**config.mk**
```make
export PLATFORM = sky130hd
export DESIGN_NAME = hack_fetch_unit
export DESIGN_NICKNAME = d
export VERILOG_FILES = /design/src/rtl/hack_fetch_unit.sv
export SDC_FILE = /design/constraint.sdc
export NUM_CORES = 1
export LEC_CHECK = 0
export BUFFER_PORTS_ARGS = -buffer_cell sky130_fd_sc_hd__clkbuf_2
export CORE_UTILIZATION = 30
export DETAILED_ROUTE_END_ITERATION = 16
export GPL_TIMING_DRIVEN = 0
export PLACE_DENSITY_LB_ADDON = 0.12
export RECOVER_POWER = 50
export SLEW_MARGIN = 25
export SYNTH_ARGS = -nofsm -noshare
export SYNTH_HDL_FRONTEND = slang
export SYNTH_SLANG_ARGS = --single-unit
export TNS_END_PERCENT = 50
```
**constraint.sdc**
```tcl
create_clock -name clk -period 2.34 [get_ports clk]
set_clock_uncertainty 0.2 [all_clocks]
set_input_delay 0.468 -clock clk [delete_from_list [all_inputs] [get_ports clk]]
set_output_delay 0.468 -clock clk [all_outputs]
set_load 0.02 [all_outputs]
```
**src/rtl/hack_fetch_unit.sv**
```systemverilog
// hack_fetch_unit: instruction-fetch stage of the Hack CPU.
// Owns the program counter. Keeps at most one instruction-ROM read in flight.
// Hands fetched words to decode/execute over a valid/ready handshake.
// A taken jump (ex_valid & jumpctrl) redirects fetch and squashes stale words.
// Optional build macro HACK_FETCH_STATS_EN adds saturating handshake/redirect
// counters on two extra output ports.
module hack_fetch_unit #(
  parameter int ADDR_W = 15,
  parameter int DATA_W = 16
) (
  input  logic              clk,
  input  logic              reset,
  input  logic              jumpctrl,
  input  logic              ex_valid,
  input  logic [ADDR_W-1:0] jump_addr,
  output logic              rom_req,
  output logic [ADDR_W-1:0] rom_addr,
  input  logic [DATA_W-1:0] rom_data,
  input  logic              rom_valid,
  output logic [DATA_W-1:0] instr,
  output logic [ADDR_W-1:0] instr_pc,
  output logic              instr_valid,
  input  logic              instr_ready
`ifdef HACK_FETCH_STATS_EN
  ,
  output logic [31:0]       stat_fetches,
  output logic [31:0]       stat_redirects
`endif
);

  typedef enum logic [1:0] {
    S_FETCH = 2'd0,
    S_WAIT  = 2'd1,
    S_FULL  = 2'd2
  } state_t;

  state_t            state;
  state_t            state_nxt;
  logic [ADDR_W-1:0] fetch_pc;
  logic [ADDR_W-1:0] fetch_pc_nxt;
  logic              drop;
  logic              drop_nxt;
  logic [DATA_W-1:0] instr_nxt;
  logic [ADDR_W-1:0] instr_pc_nxt;
  logic              instr_valid_nxt;
  logic              redirect;
  logic              handshake;

  // A jump only counts when execute actually holds a C-instruction.
  assign redirect  = ex_valid & jumpctrl;
  assign handshake = instr_valid & instr_ready;

  // The request strobe is suppressed on a redirect because fetch_pc is about to change.
  assign rom_req  = (state == S_FETCH) & ~redirect & ~reset;
  assign rom_addr = fetch_pc;

  // Next-state and datapath-update logic for the FETCH/WAIT/FULL machine.
  always_comb begin
    state_nxt       = state;
    fetch_pc_nxt    = fetch_pc;
    drop_nxt        = drop;
    instr_nxt       = instr;
    instr_pc_nxt    = instr_pc;
    instr_valid_nxt = instr_valid;
    unique case (state)
      S_FETCH: begin
        if (redirect) begin
          fetch_pc_nxt = jump_addr;
        end else begin
          state_nxt = S_WAIT;
        end
      end
      S_WAIT: begin
        if (redirect) begin
          fetch_pc_nxt = jump_addr;
          if (rom_valid) begin
            // The response is consumed here, so no later word needs dropping.
            drop_nxt  = 1'b0;
            state_nxt = S_FETCH;
          end else begin
            // The read is still in flight; its response is stale when it lands.
            drop_nxt = 1'b1;
          end
        end else if (rom_valid) begin
          if (drop) begin
            drop_nxt  = 1'b0;
            state_nxt = S_FETCH;
          end else begin
            instr_nxt       = rom_data;
            instr_pc_nxt    = fetch_pc;
            instr_valid_nxt = 1'b1;
            fetch_pc_nxt    = fetch_pc + ADDR_W'(1);
            state_nxt       = S_FULL;
          end
        end
      end
      S_FULL: begin
        if (redirect) begin
          // A redirect squashes the held word even if it is accepted this cycle.
          instr_valid_nxt = 1'b0;
          fetch_pc_nxt    = jump_addr;
          state_nxt       = S_FETCH;
        end else if (handshake) begin
          instr_valid_nxt = 1'b0;
          state_nxt       = S_FETCH;
        end
      end
      default: begin
        state_nxt = S_FETCH;
      end
    endcase
  end

  // State and output registers, with synchronous reset to fetch from address 0.
  always_ff @(posedge clk) begin
    if (reset) begin
      state       <= S_FETCH;
      fetch_pc    <= '0;
      drop        <= 1'b0;
      instr       <= '0;
      instr_pc    <= '0;
      instr_valid <= 1'b0;
    end else begin
      state       <= state_nxt;
      fetch_pc    <= fetch_pc_nxt;
      drop        <= drop_nxt;
      instr       <= instr_nxt;
      instr_pc    <= instr_pc_nxt;
      instr_valid <= instr_valid_nxt;
    end
  end

`ifdef HACK_FETCH_STATS_EN
  function automatic logic [31:0] sat_inc(input logic [31:0] v);
    return (v == 32'hFFFF_FFFF) ? v : v + 32'd1;
  endfunction

  // Event counters that stick at all-ones instead of wrapping.
  always_ff @(posedge clk) begin
    if (reset) begin
      stat_fetches   <= 32'd0;
      stat_redirects <= 32'd0;
    end else begin
      if (handshake) stat_fetches <= sat_inc(stat_fetches);
      if (redirect) stat_redirects <= sat_inc(stat_redirects);
    end
  end
`endif

endmodule

```
==> Implementation_results.wiki, run 1 <==
{| class="wikitable"
! Metric !! Value
|-
| Maximum count of clock buffers along a single path || 2
|-
| Filler Cell Count || 854
|-
| Number of pins exceeding their max-slew limit in the final report || 0
|-
| Proportion of layout cells with a drive suffix above 1 || 15.0%
|-
| GRT overflow || 0
|-
| Outcome || complete, no violations
|-
| Pin slew with the least headroom to its limit || 662 ps
|-
| # placed instances || 472
|-
| Final weighted congestion in routability-driven placement || 0.805
|-
| Most frequent cell after synthesis || sky130_fd_sc_hd__nand2_1
|-
| Minimum setup slack among reg-to-reg paths || 130 ps
|-
| Peak ir drop on the vdd network || 0.223 mV
|-
| Synthesized net count || 328
|-
| PwrDens || 640 mW/mm^2
|-
| Count of nets after finishing || 418
|-
| RSZ-0062 raised after global routing || false
|-
| Width of the chip || 88.9 um
|-
| Fin Setup TNS || 0 ps
|-
| Cell types with the highest counts after synthesis || 78 x sky130_fd_sc_hd__nand2_1, 50 x sky130_fd_sc_hd__dfxtp_1, 44 x sky130_fd_sc_hd__a21oi_1
|-
| Min Tclk post-route || 2210 ps
|-
| Post-cts hold buffer count || 0
|-
| Share of the synthesized area in the top cell type || 44.2%
|-
| Static power due to leakage || 0.00100 uW
|-
| Diodes inserted || 0
|-
| Post-DR wirelength/cell || 14.0 um
|-
| Fin. Hold Viols || 0
|-
| Placeable core region || 0.00729 mm^2
|-
| Number of buffers inserted to repair setup after CTS || 0
|-
| Nature of the critical path startpoint || register
|-
| Cell Rows || 31
|-
| Number of resized instances in the post-cts repair step || 0
|-
| Number of ports placed on the die boundary || 85
|-
| Setup violation total in the final timing report || 0
|-
| Worst max-slew margin expressed relative to the limit || 55.8%
|-
| Number of iterations in the first detailed-routing pass || 4
|-
| Routed via count divided by cell count || 4.91
|-
| Final critical-path share of the clock period || 94.3%
|-
| Worst hold slack || 174 ps
|-
| Vert. Die Dim || 88.9 um
|-
| CTS HTree Levels || 2
|-
| Count of antenna-violating nets left after detailed routing || 0
|-
| R2R depth || 6
|-
| Post-synthesis sequential area ratio || 44.2%
|-
| Reg-to-reg endpoint || rom_addr[11]
|-
| Wire length of the first global-routing pass || 10200 um
|-
| Via count || 2357
|-
| Worst skew pair latency || 310 ps
|-
| Number of distinct library cells after synthesis || 44
|-
| Final routed wirelength across all metal layers || 6710 um
|-
| Number of synthesis warnings || 0
|-
| Clock root buffer || sky130_fd_sc_hd__clkbuf_8
|-
| Worst Path Class, Setup || register to register
|-
| Endpoint arrival time on the critical path || 2210 ps
|-
| Mean Syn Cell Area || 7.81 um^2
|-
| Share of synthesized registers carrying an async set or reset || 0%
|-
| Total die area || 0.00790 mm^2
|-
| Number of enable-type register cells in the synthesized netlist || 0
|-
| Peak clock frequency supported by timing || 453 MHz
|-
| Sink Count || 50
|-
| Via count of the first global-routing pass || 2053
|-
| Number of standard cells after synthesis || 290
|-
| Post-DP HPWL || 4840 um
|-
| Capturing element type of the critical path || register
|-
| Area delta synth->final || 25.6%
|-
| Largest net degree at the start of global routing || 17
|-
| Number of storage elements in the synthesis netlist || 50
|-
| Primary flip-flop cell chosen by synthesis mapping || sky130_fd_sc_hd__dfxtp_1
|-
| Initial antenna violation count || 0
|-
| Post-route insts no fill || 480
|-
| Worst hold-check path type || input pin to register
|-
| Inserted Clock Buffers || 5
|-
| Number of port buffers || 83
|-
| Cell type contributing the most total cell area after synthesis || sky130_fd_sc_hd__dfxtp_1
|-
| Maximum fanout along the worst path || 10
|-
| Remaining design rule violation count || 0
|-
| Timing startpoint of the critical path || state[0]
|-
| Data required time of the worst path || 2340 ps
|-
| Clock tree from TritonCTS || built
|-
| Synthesized area || 0.00226 mm^2
|-
| Clock slew at reported path FFs || 100 ps
|-
| Capture point of the critical path || rom_addr[11]
|-
| Launch point of the worst reg-to-reg path || state[0]
|-
| Overall Global Routing Usage || 17.1%
|-
| Number of DRC markers in iteration 0 || 86
|-
| Synth area leaders || sky130_fd_sc_hd__dfxtp_1 44%, sky130_fd_sc_hd__nand2_1 13%, sky130_fd_sc_hd__a21oi_1 9.7%
|-
| Starting utilization of the core area || 31.1%
|-
| Count of maximum capacitance violations || 0
|}
critical path: stages (launching register included):
cell	delay [ps]
sky130_fd_sc_hd__dfxtp_1	330
sky130_fd_sc_hd__buf_2	200
sky130_fd_sc_hd__nand3b_1	120
sky130_fd_sc_hd__a22oi_1	490
sky130_fd_sc_hd__clkbuf_1	410
sky130_fd_sc_hd__o21ai_0	190
sky130_fd_sc_hd__o2bb2ai_1	160
through the flow:
| step | power (uW) | worst slack, ps | util [%] | instance area, um^2 |
|---|---|---|---|---|
| final | 1820 | 134 | 39.0 | 2840 |
| after global routing | 1910 | 24.4 | 39.0 | 2840 |
| after CTS | 1850 | 178 | 39.8 | 2900 |
| after detailed placement | 1290 | 41.1 | 38.5 | 2800 |
| after global placement | 1290 | 76.4 | 38.5 | 2800 |
| after floorplan | 1160 | 179 | - | 2260 |
registers in the layout, indices dropped and copies added, names as in the netlist:
signal       count
instr_pc        15
state            2
drop             1
instr           16
instr_valid      1
rom_addr        15
how the worst min path moves through the flow:
stage                       from            to  slack (ps)  cells after the start
floorplan                   drop          drop         320                      2
global placement    instr_pc[11]  instr_pc[11]         240                      2
detailed placement  instr_pc[12]  instr_pc[12]         250                      2
CTS                  rom_data[6]      instr[6]         160                      3
global route         rom_data[1]      instr[1]         160                      3
finish              rom_data[10]     instr[10]         170                      3
cell usage in the layout (no fill, tap or decap), types with 4 or more instances in the layout:
cell | synthesis | final
sky130_fd_sc_hd__nand2_1 | 78 | 78
sky130_fd_sc_hd__clkbuf_1 | 12 | 59
sky130_fd_sc_hd__dfxtp_1 | 50 | 50
sky130_fd_sc_hd__a21oi_1 | 44 | 44
sky130_fd_sc_hd__clkbuf_2 | 0 | 36
sky130_fd_sc_hd__o21ai_0 | 13 | 13
sky130_fd_sc_hd__nor2_1 | 9 | 9
sky130_fd_sc_hd__and2_1 | 8 | 8
sky130_fd_sc_hd__clkbuf_8 | 0 | 6
sky130_fd_sc_hd__nor4_1 | 5 | 5
sky130_fd_sc_hd__nand4_1 | 5 | 5
sky130_fd_sc_hd__nand3_1 | 5 | 5
sky130_fd_sc_hd__buf_2 | 4 | 4
sky130_fd_sc_hd__buf_6 | 4 | 4
sky130_fd_sc_hd__inv_1 | 4 | 4
sky130_fd_sc_hd__o32ai_1 | 4 | 4
sky130_fd_sc_hd__nor3_1 | 4 | 4
cell families (layout without fill, tap and decap cells):
logic type / Yosys count / count (layout) / synth area share, %
buffers and inverters: 25 / 116 / 5.86
and+or+nand+nor: 132 / 132 / 27.4
AOI/OAI and AO/OA: 82 / 82 / 22.0
adders and majority gates: 1 / 1 / 0.552
DFF: 50 / 50 / 44.2
where the power goes:
| part | switching [uW] | internal (uW) |
|---|---|---|
| Sequential | 46.9 | 892 |
| Clock | 315 | 244 |
| Combinational | 207 | 116 |
layout make-up:
| cell class | count | area, um^2 | area share (%) |
|---|---|---|---|
| multi-input cells | 215 | 1130 | 39.8 |
| repair buffers | 83 | 357 | 12.5 |
| flip-flops and latches | 50 | 1000 | 35.2 |
| clock buffers | 6 | 82.6 | 2.90 |
| inverters | 4 | 15.0 | 0.528 |
| clock inverters | 2 | 16.3 | 0.572 |
| plain buffers | 21 | 118 | 4.14 |
| well taps | 99 | 124 | 4.36 |
per-layer routing:
layer | global-route usage, % | share of wire [%] | up-vias
li1 | - | - | 1196
met1 | 23.9 | 48 | 1096
met2 | 26.4 | 46 | 63
met3 | 4.01 | 5.5 | 2
met4 | 4.40 | 0.51 | 0
met5 | 0 | 0 | -
Note: power is estimated with default switching activity, not from simulation.
==> run 2: changes to the inputs <==
==> constraint.sdc (replaced) <==
create_clock -name clk -period 1.9 [get_ports clk]
set_clock_uncertainty 0.2 [all_clocks]
set_input_delay 0.38 -clock clk [delete_from_list [all_inputs] [get_ports clk]]
set_output_delay 0.38 -clock clk [all_outputs]
set_load 0.02 [all_outputs]
==> run 2 against run 1 <==
Sequential share of layout area decreased by 1.9 points. Worst setup slack lost 99 ps. Flip-flop and latch count stayed put.
==> Implementation_results.wiki, run 2 (same netlist as run 1, synthesis figures left out) <==
{| class="wikitable"
! Metric !! Value
|-
| Total die area || 0.00790 mm^2
|-
| Peak clock frequency supported by timing || 536 MHz
|-
| Count of maximum capacitance violations || 0
|-
| Width of the chip || 88.9 um
|-
| Clock tree from TritonCTS || built
|-
| Number of flip-flops in the largest register || 16
|-
| Int Power || 1610 uW
|-
| Peak ir drop on the vdd network || 0.257 mV
|-
| Cell type of the slowest stage on the worst timing path || sky130_fd_sc_hd__or4_4
|-
| Cell Rows || 31
|-
| Fin. Hold Viols || 0
|-
| Via count of the first global-routing pass || 1951
|-
| List of cells traversed by the critical path || ha_4 > nand3_4 > or4_4 > a21oi_1 > o32ai_2
|-
| Data required time of the worst path || 1870 ps
|-
| Placeable core region || 0.00729 mm^2
|-
| Diodes inserted || 0
|-
| Pin slew with the least headroom to its limit || 632 ps
|-
| Nature of the critical path startpoint || register
|-
| Vert. Die Dim || 88.9 um
|-
| Family with the most delay on the worst path || simple AND/OR/NAND/NOR gates
|-
| Number of port buffers || 83
|-
| Post-DP HPWL || 4730 um
|-
| Routed via count divided by cell count || 4.86
|-
| Largest net degree at the start of global routing || 16
|-
| Overall Global Routing Usage || 16.6%
|-
| Fraction of power consumed by the clock network || 30.1%
|-
| Maximum fanout along the worst path || 7
|-
| Inserted Clock Buffers || 5
|-
| Number of ports placed on the die boundary || 85
|-
| Proportion of layout cells with a drive suffix above 1 || 33.7%
|-
| Maximum count of clock buffers along a single path || 2
|-
| Maximum single-stage delay on the critical path || 570 ps
|-
| Static power due to leakage || 0.00123 uW
|-
| Worst hold-check path type || input pin to register
|-
| Post-layout worst setup margin || 34.4 ps
|-
| Clock root buffer || sky130_fd_sc_hd__clkbuf_8
|-
| Number of DRC markers in iteration 0 || 81
|-
| Capturing element type of the critical path || register
|-
| Sink Count || 50
|-
| Fin Setup TNS || 0 ps
|-
| Count of antenna-violating nets left after detailed routing || 0
|-
| Endpoint arrival time on the critical path || 1840 ps
|-
| CTS HTree Levels || 2
|-
| Switching power total || 681 uW
|-
| Wire length of the first global-routing pass || 9870 um
|-
| Placed standard-cell area || 0.00281 mm^2
|-
| Most frequent cells in the layout || 87 x sky130_fd_sc_hd__clkbuf_2, 77 x sky130_fd_sc_hd__nand2_1, 43 x sky130_fd_sc_hd__a21oi_1, 43 x sky130_fd_sc_hd__dfxtp_1, 12 x sky130_fd_sc_hd__o21ai_0
|-
| Number of pins exceeding their max-slew limit in the final report || 0
|-
| Remaining design rule violation count || 0
|-
| Fraction of power spent switching nets || 29.7%
|-
| Post-cts hold buffer count || 0
|-
| Initial antenna violation count || 0
|-
| Worst Path Class, Setup || register to register
|-
| Worst max-slew margin expressed relative to the limit || 57.8%
|-
| Buffers plus inverters on the worst setup path || 0
|-
| Area delta synth->final || 34.8%
|-
| RSZ-0062 raised after global routing || true
|-
| PwrDens || 752 mW/mm^2
|-
| Outcome || complete, no violations
|-
| Most common cell after layout, fill and taps aside || sky130_fd_sc_hd__clkbuf_2
|-
| Post-placement worst setup slack || -298 ps
|-
| Final routed wirelength across all metal layers || 6570 um
|-
| Via count || 2341
|-
| Final weighted congestion in routability-driven placement || 0.828
|-
| Top register by number of flip-flops || instr
|-
| Starting utilization of the core area || 31.1%
|-
| Share of the core filled with cells || 41.8%
|-
| Worst skew pair latency || 300 ps
|-
| Clock slew at reported path FFs || 90 ps
|-
| Number of iterations in the first detailed-routing pass || 4
|-
| Post-Layout Inst Area || 0.00305 mm^2
|-
| Sequential Power Share || 50.8%
|-
| Final critical-path share of the clock period || 98.2%
|-
| Setup violation total in the final timing report || 0
|-
| Post-DR wirelength/cell || 13.6 um
|-
| GRT overflow || 0
|-
| Logic gate share of total power || 19.1%
|-
| Count of nets after finishing || 420
|-
| Min Tclk post-route || 1870 ps
|}
==> run 2: power by group through the flow <==
stage | logic [uW] | registers (uW) | clock network (uW)
2_1_floorplan | 205 | 1220 | 0
3_3_place_gp | 407 | 1180 | 0
3_5_place_dp | 408 | 1180 | 0
4_1_cts | 425 | 1160 | 723
5_1_grt | 482 | 1180 | 786
6_report | 438 | 1170 | 690
==> run 2: routing by layer <==
metal / vias to the layer above / track usage (%) / wire, um
met5: - / 0 / 0
met4: 0 / 3.52 / 38
met3: 4 / 3.92 / 430
met2: 67 / 25.2 / 3000
met1: 1075 / 23.7 / 3100
li1: 1195 / - / -
==> run 2: repair_timing <==
item / in CTS / in global routing
endpoints found under the hold margin: 0 / 0
gates cloned: 0 / 1
setup buffers: 2 / 2
endpoints found under the setup margin: 45 / 41
gates resized for setup: 14 / 24
pin swaps: 0 / 2
==> run 2: path summary, 6_finish.rpt <==
path	start	to	slack, ps	cells past startpoint
max	rom_addr[0]	rom_addr[14]	30	5
min	rom_data[12]	instr[12]	90	3
max reg2reg	rom_addr[0]	rom_addr[14]	30	5
min reg2reg	instr_pc[0]	instr_pc[0]	260	2
==> run 2: layout make-up <==
class,count,area (um^2)
Buffer,18,118
Fill cell,827,4240
Tap cell,99,124
Sequential cell,50,1010
Clock buffer,7,96.3
Clock inverter,1,8.76
Inverter,4,15.0
Multi-Input combinational cell,215,1200
Timing Repair Buffer,88,470
==> run 2: tightest hold or removal path: stages <==
cell	delay, ps
sky130_fd_sc_hd__clkbuf_2	80
sky130_fd_sc_hd__nand2_1	40
sky130_fd_sc_hd__a21oi_1	50
==> run 2: per-stage QoR <==
step	hold slack, ps	total power [uW]	instances
floorplan	277	1430	290
global placement	241	1590	472
detailed placement	247	1590	472
CTS	81.6	2310	481
global route	77.9	2440	482
finish	90.3	2290	482
